### src/rtl/mux_pkg.sv
// Shared helpers for the mux/arbiter family: select-width function and output-stage state type.
package mux_pkg;

    // Index width that never collapses to zero for single-channel instances.
    function automatic int clog2_min1(input int v);
        return (v <= 1) ? 1 : $clog2(v);
    endfunction

    typedef enum logic {OUT_EMPTY, OUT_FULL} out_state_t;

endpackage

### src/rtl/rr_arbiter_nb.sv
// Combinational round-robin arbiter: scans ptr+1, ptr+2, ... modulo CH.
// With ARB_MUX_FIXED_PRIO_EN defined it is fixed-priority (lowest index wins) and ptr is ignored.
module rr_arbiter_nb
    import mux_pkg::*;
#(
    parameter int CH = 3,
    parameter int SW = clog2_min1(CH)
) (
    input  logic [CH-1:0] req,
    input  logic [SW-1:0] ptr,
    output logic [CH-1:0] grant,
    output logic [SW-1:0] gidx,
    output logic          gany
);

    always_comb begin
        grant = '0;
        gidx  = '0;
        gany  = 1'b0;
`ifdef ARB_MUX_FIXED_PRIO_EN
        for (int i = 0; i < CH; i++) begin
            if (!gany && req[i]) begin
                grant[i] = 1'b1;
                gidx     = SW'(i);
                gany     = 1'b1;
            end
        end
`else
        for (int k = 1; k <= CH; k++) begin
            int idx;
            idx = (int'(ptr) + k) % CH;
            if (!gany && req[idx]) begin
                grant[idx] = 1'b1;
                gidx       = SW'(idx);
                gany       = 1'b1;
            end
        end
`endif
    end

endmodule

### src/rtl/arb_mux_nt1_nb.sv
// CH:1 arbitrated mux with valid/ready handshake, registered output and forced-select override.
// Define ARB_MUX_FIXED_PRIO_EN for a fixed-priority arbiter instead of round-robin.
module arb_mux_nt1_nb
    import mux_pkg::*;
#(
    parameter int n  = 32,
    parameter int CH = 3,
    localparam int SW = clog2_min1(CH)
) (
    input  logic            CLK,
    input  logic            RST,
    input  logic [CH-1:0]   IN_VALID,
    input  logic [CH*n-1:0] IN_DATA,
    output logic [CH-1:0]   IN_READY,
    input  logic            FORCE_EN,
    input  logic [SW-1:0]   FORCE_SEL,
    output logic            OUT_VALID,
    output logic [n-1:0]    OUT_DATA,
    output logic [SW-1:0]   OUT_SEL,
    input  logic            OUT_READY
);

    out_state_t    r_state;
    logic [n-1:0]  r_data;
    logic [SW-1:0] r_sel;
    logic [SW-1:0] w_ptr;

    logic          w_load;
    logic [CH-1:0] w_force_mask;
    logic [CH-1:0] w_elig;
    logic [CH-1:0] w_grant;
    logic [SW-1:0] w_gidx;
    logic          w_gany;
    logic [n-1:0]  w_sel_data;

    // An out-of-range FORCE_SEL matches no channel, leaving the eligible set empty.
    genvar gi;
    generate
        for (gi = 0; gi < CH; gi++) begin : g_mask
            assign w_force_mask[gi] = (FORCE_SEL == SW'(gi));
        end
    endgenerate

    assign w_elig   = FORCE_EN ? (IN_VALID & w_force_mask) : IN_VALID;
    assign w_load   = (r_state == OUT_EMPTY) || OUT_READY;
    assign IN_READY = w_grant & {CH{w_load}};

    rr_arbiter_nb #(.CH(CH), .SW(SW)) u_arb (
        .req   (w_elig),
        .ptr   (w_ptr),
        .grant (w_grant),
        .gidx  (w_gidx),
        .gany  (w_gany)
    );

    always_comb begin
        w_sel_data = '0;
        for (int i = 0; i < CH; i++) begin
            if (w_grant[i]) begin
                w_sel_data = IN_DATA[i*n +: n];
            end
        end
    end

`ifdef ARB_MUX_FIXED_PRIO_EN
    assign w_ptr = '0;
`else
    logic [SW-1:0] r_ptr;

    // Forced transfers leave the rotation where it was.
    always_ff @(posedge CLK or posedge RST) begin
        if (RST) begin
            r_ptr <= SW'(CH - 1);
        end else if (w_load && w_gany && !FORCE_EN) begin
            r_ptr <= w_gidx;
        end
    end

    assign w_ptr = r_ptr;
`endif

    always_ff @(posedge CLK or posedge RST) begin
        if (RST) begin
            r_state <= OUT_EMPTY;
            r_data  <= '0;
            r_sel   <= '0;
        end else if (w_load) begin
            if (w_gany) begin
                r_state <= OUT_FULL;
                r_data  <= w_sel_data;
                r_sel   <= w_gidx;
            end else begin
                r_state <= OUT_EMPTY;
            end
        end
    end

    assign OUT_VALID = (r_state == OUT_FULL);
    assign OUT_DATA  = r_data;
    assign OUT_SEL   = r_sel;

endmodule

### config.mk
export PLATFORM = sky130hd
export DESIGN_NAME = arb_mux_nt1_nb
export DESIGN_NICKNAME = d
export VERILOG_FILES = /design/src/rtl/mux_pkg.sv /design/src/rtl/rr_arbiter_nb.sv /design/src/rtl/arb_mux_nt1_nb.sv
export SDC_FILE = /design/constraint.sdc
export NUM_CORES = 1
export LEC_CHECK = 0
export ABC_AREA = 1
export CORE_MARGIN = 2
export CORE_UTILIZATION = 40
export DETAILED_ROUTE_END_ITERATION = 7
export PLACE_DENSITY = 0.82
export SYNTH_ARGS = -nofsm -noshare
export SYNTH_HDL_FRONTEND = slang
export SYNTH_HIERARCHICAL = 1
export SYNTH_SLANG_ARGS = --single-unit
### constraint.sdc
create_clock -name CLK -period 2.6 [get_ports CLK]
set_input_delay 0.39 -clock CLK [delete_from_list [all_inputs] [get_ports CLK]]
set_output_delay 0.39 -clock CLK [all_outputs]
set_load 0.1 [all_outputs]
==> results of run 1 <==
## area by class of cell
class | instances | area (µm²)
well taps | 77 | 96.3
flip-flops and latches | 37 | 927
clock inverters | 3 | 46.3
fillers | 543 | 2050
clock buffers | 5 | 68.8
repair buffers | 158 | 1530
inverters | 24 | 98.8
multi-input cells | 323 | 1570
## worst min-delay path by stage
stage	from	end	slack [ps]
floorplan	r_ptr[1]	r_ptr[1]	490
global placement	OUT_DATA[16]	OUT_DATA[16]	460
detailed placement	OUT_DATA[16]	OUT_DATA[16]	470
CTS	OUT_DATA[16]	OUT_DATA[16]	490
global route	OUT_DATA[25]	OUT_DATA[25]	510
finish	OUT_DATA[16]	OUT_DATA[16]	480
## state kept, by name, summed over array words and instances, names as in the netlist
signal / cells
OUT_VALID: 1
OUT_DATA: 32
OUT_SEL: 2
r_ptr: 2
## critical path, cell delays in order (launching register included)
cell and delay [ps]:
dfstp_2 630, ha_4 270, inv_4 80, nand3_1 100
nand2_2 140, nand2_2 80, clkinv_2 80, nand3_2 80
nand2_2 110, inv_4 50, nor2_4 110, buf_12 180
## cell families (layout without fill, tap and decap cells)
family | Yosys count | after routing | share of synthesized area, %
simple gates | 276 | 276 | 43.5
buf+inv | 50 | 190 | 11.3
compound gates | 43 | 43 | 8.53
flops | 37 | 37 | 34.7
fa+ha+maj | 4 | 4 | 1.88
## stage by stage
stage | hold WS [ps] | TNS [ps] | setup slack [ps] | cells | utilization [%]
2_1_floorplan | 486 | 0 | 10.3 | 410 | -
3_3_place_gp | 463 | -590 | -40.8 | 615 | 63.9
3_5_place_dp | 466 | -3640 | -139 | 615 | 63.9
4_1_cts | 486 | 0 | 1.02 | 624 | 66.1
5_1_grt | 507 | -175 | -93.5 | 627 | 67.8
6_report | 481 | 0 | 14.4 | 627 | 67.8
## cell usage in the layout (no fill, tap or decap), drive strengths merged
master         netlist  routed
clkinvlp             0       1
clkbuf               0       5
dfstp                1       1
buf                 26      54
nor2                67      67
nand3               46      46
dlymetal6s2s         0       3
a21oi               32      32
a31oi                1       1
bufinv               0       1
clkinv               1       2
a21boi               3       3
o21ai                7       7
inv                 23      23
nand3b               1       1
dfrtp               36      36
clkdlybuf4s50        0     101
nor3                 1       1
ha                   4       4
nand2              161     161
## per-layer routing
| metal | track usage [%] | up-vias |
|---|---|---|
| li1 | - | 1557 |
| met1 | 26.4 | 1418 |
| met4 | 7.36 | 0 |
| met5 | 0 | - |
| met2 | 39.8 | 141 |
| met3 | 5.87 | 19 |
## Yosys cell counts (4+ instances only)
master   count
buf_2       13
nand2_2     12
o21ai_0      4
nand2_1    146
buf_6        9
a21oi_1     32
ha_1         4
dfrtp_1     36
nor2_1      67
inv_1       15
inv_2        5
nand3_1     44
## repair_timing
item / in CTS / in global routing
endpoints found under the setup margin: 3 / 3
pin swaps: 2 / 9
setup buffers: 1 / 3
gates resized for setup: 7 / 25
==> run_results.csv, run 1 <==
group,metric,value,unit
worst_setup_path,r2r-end,"OUT_DATA[19]",
drt,ant_nets,0,
yosys,synth_nets,519,
timing,worstMarginPinSlew,648,ps
clocking,cts_buffers,5,
floorplanning,die_area,7340,µm²
global_routing,grt_pass1_wl,13.4,mm
worst_setup_path,startpoint,"r_ptr[1]",
worst_setup_path,cp-end-kind,"output port",
worst_setup_path,r2r_slack,240,ps
yosys,ys.flop_type,"dfrtp_1",
yosys,synth_edf_count,0,
drt,wire_per_inst,13.9,µm
drt,drt_wl_total,8.71,mm
yosys,synthArstFlopShare,100,%
timing,slew_violations,0,
global_routing,gr-usage-all-layers,22.4,%
drt,vias,3135,
yosys,synth_top_cell_by_area,"dfrtp_1",
timing,final-hold-violation-count,0,
yosys,synth_top_area_share,33.8,%
drt,topRoutingLayerUsed,"met4",
worst_setup_path,startpoint_type,"register",
yosys,synth_warnings,6,
placement,hpwl,6.10,mm
floorplanning,core,6390,µm²
clocking,cts_tree,"yes",
placement,gp_congestion,0.919,
clocking,clkSinkCount,37,
placement,place_area,4080,µm²
yosys,syn_area,2670,µm²
drt,drt-met1-wl,3.49,mm
yosys,synth-seq-cells,37,
global_routing,overflow,0,
worst_setup_path,r2r_cells,10,
yosys,synth_area_leaders,"dfrtp_1, nand2_1, nor2_1",
floorplanning,io_pins,143,
floorplanning,placementRows,29,
hold_path,whs_path_depth,2,
final_layout,drive_gt1_share,20.7,%
drt,met2_length,4.33,mm
yosys,synth.avg_cell_area,6.51,µm²
clocking,path_clk_slew,80,ps
final_layout,layout.nets,658,
job,maxCapViolCount,0,
timing,fmax,0.387,GHz
clocking,cts_hold_buf,0,
hold_path,hold_class,"reg -> reg",
yosys,yosysUniqueCellTypes,25,
timing,fin_crit,2590,ps
timing,clock_skew,5.00,ps
timing,timing.final.crit_share,99.4,%
floorplanning,dieWidth,85.7,µm
final_layout,diodes,0,
clocking,cts-root-buf,"clkbuf_8",
yosys,synth_seq_area_share,34.7,%
final_layout,final_area,4330,µm²
floorplanning,start_util,41.8,%
clocking,clk_latency,290,ps
drt,via_per_inst,5.00,
timing,slew_headroom,56.8,%
clocking,cts_max_level,2,
drt,drc_errors,0,
global_routing,antenna_found_initial,0,
drt,drtIter0Drc,127,
outcome,status,"finished clean",
worst_setup_path,path_max_fanout,8,
clocking,clock_path_buffers,2,
drt,dr_wl_met3,713,µm
worst_setup_path,critPathRequiredTime,2210,ps
yosys,syn_inst,410,
floorplanning,dieHeight,85.7,µm
final_layout,area_growth,62.4,%
global_routing,grt_pass1_vias,3026,
worst_setup_path,critPathCapture,"IN_READY[1]",
placement,io_buffers,142,
worst_setup_path,r2r_start,"r_ptr[1]",
global_routing,grt_start_max_net_pins,39,
timing,setup-violations-final,0,
worst_setup_path,crit_arrival,2200,ps
worst_setup_path,crit_type,"reg -> out",
drt,firstDrtPassIters,5,
Power of run 1 is not shown: default switching activity piles up to over one toggle a cycle in this logic, so the estimate is an artifact.
==> run 2: changes to the inputs <==
--- a/config.mk
+++ b/config.mk
@@ -6,6 +6,7 @@
 export NUM_CORES = 1
 export LEC_CHECK = 0
 export ABC_AREA = 1
+export CAP_MARGIN = 20
 export CORE_MARGIN = 2
 export CORE_UTILIZATION = 40
 export DETAILED_ROUTE_END_ITERATION = 7
==> results of run 2 <==
Same layout as run 1: the final DEF is identical, and so are final timing and power.
Power of run 2 is left out for the same reason.
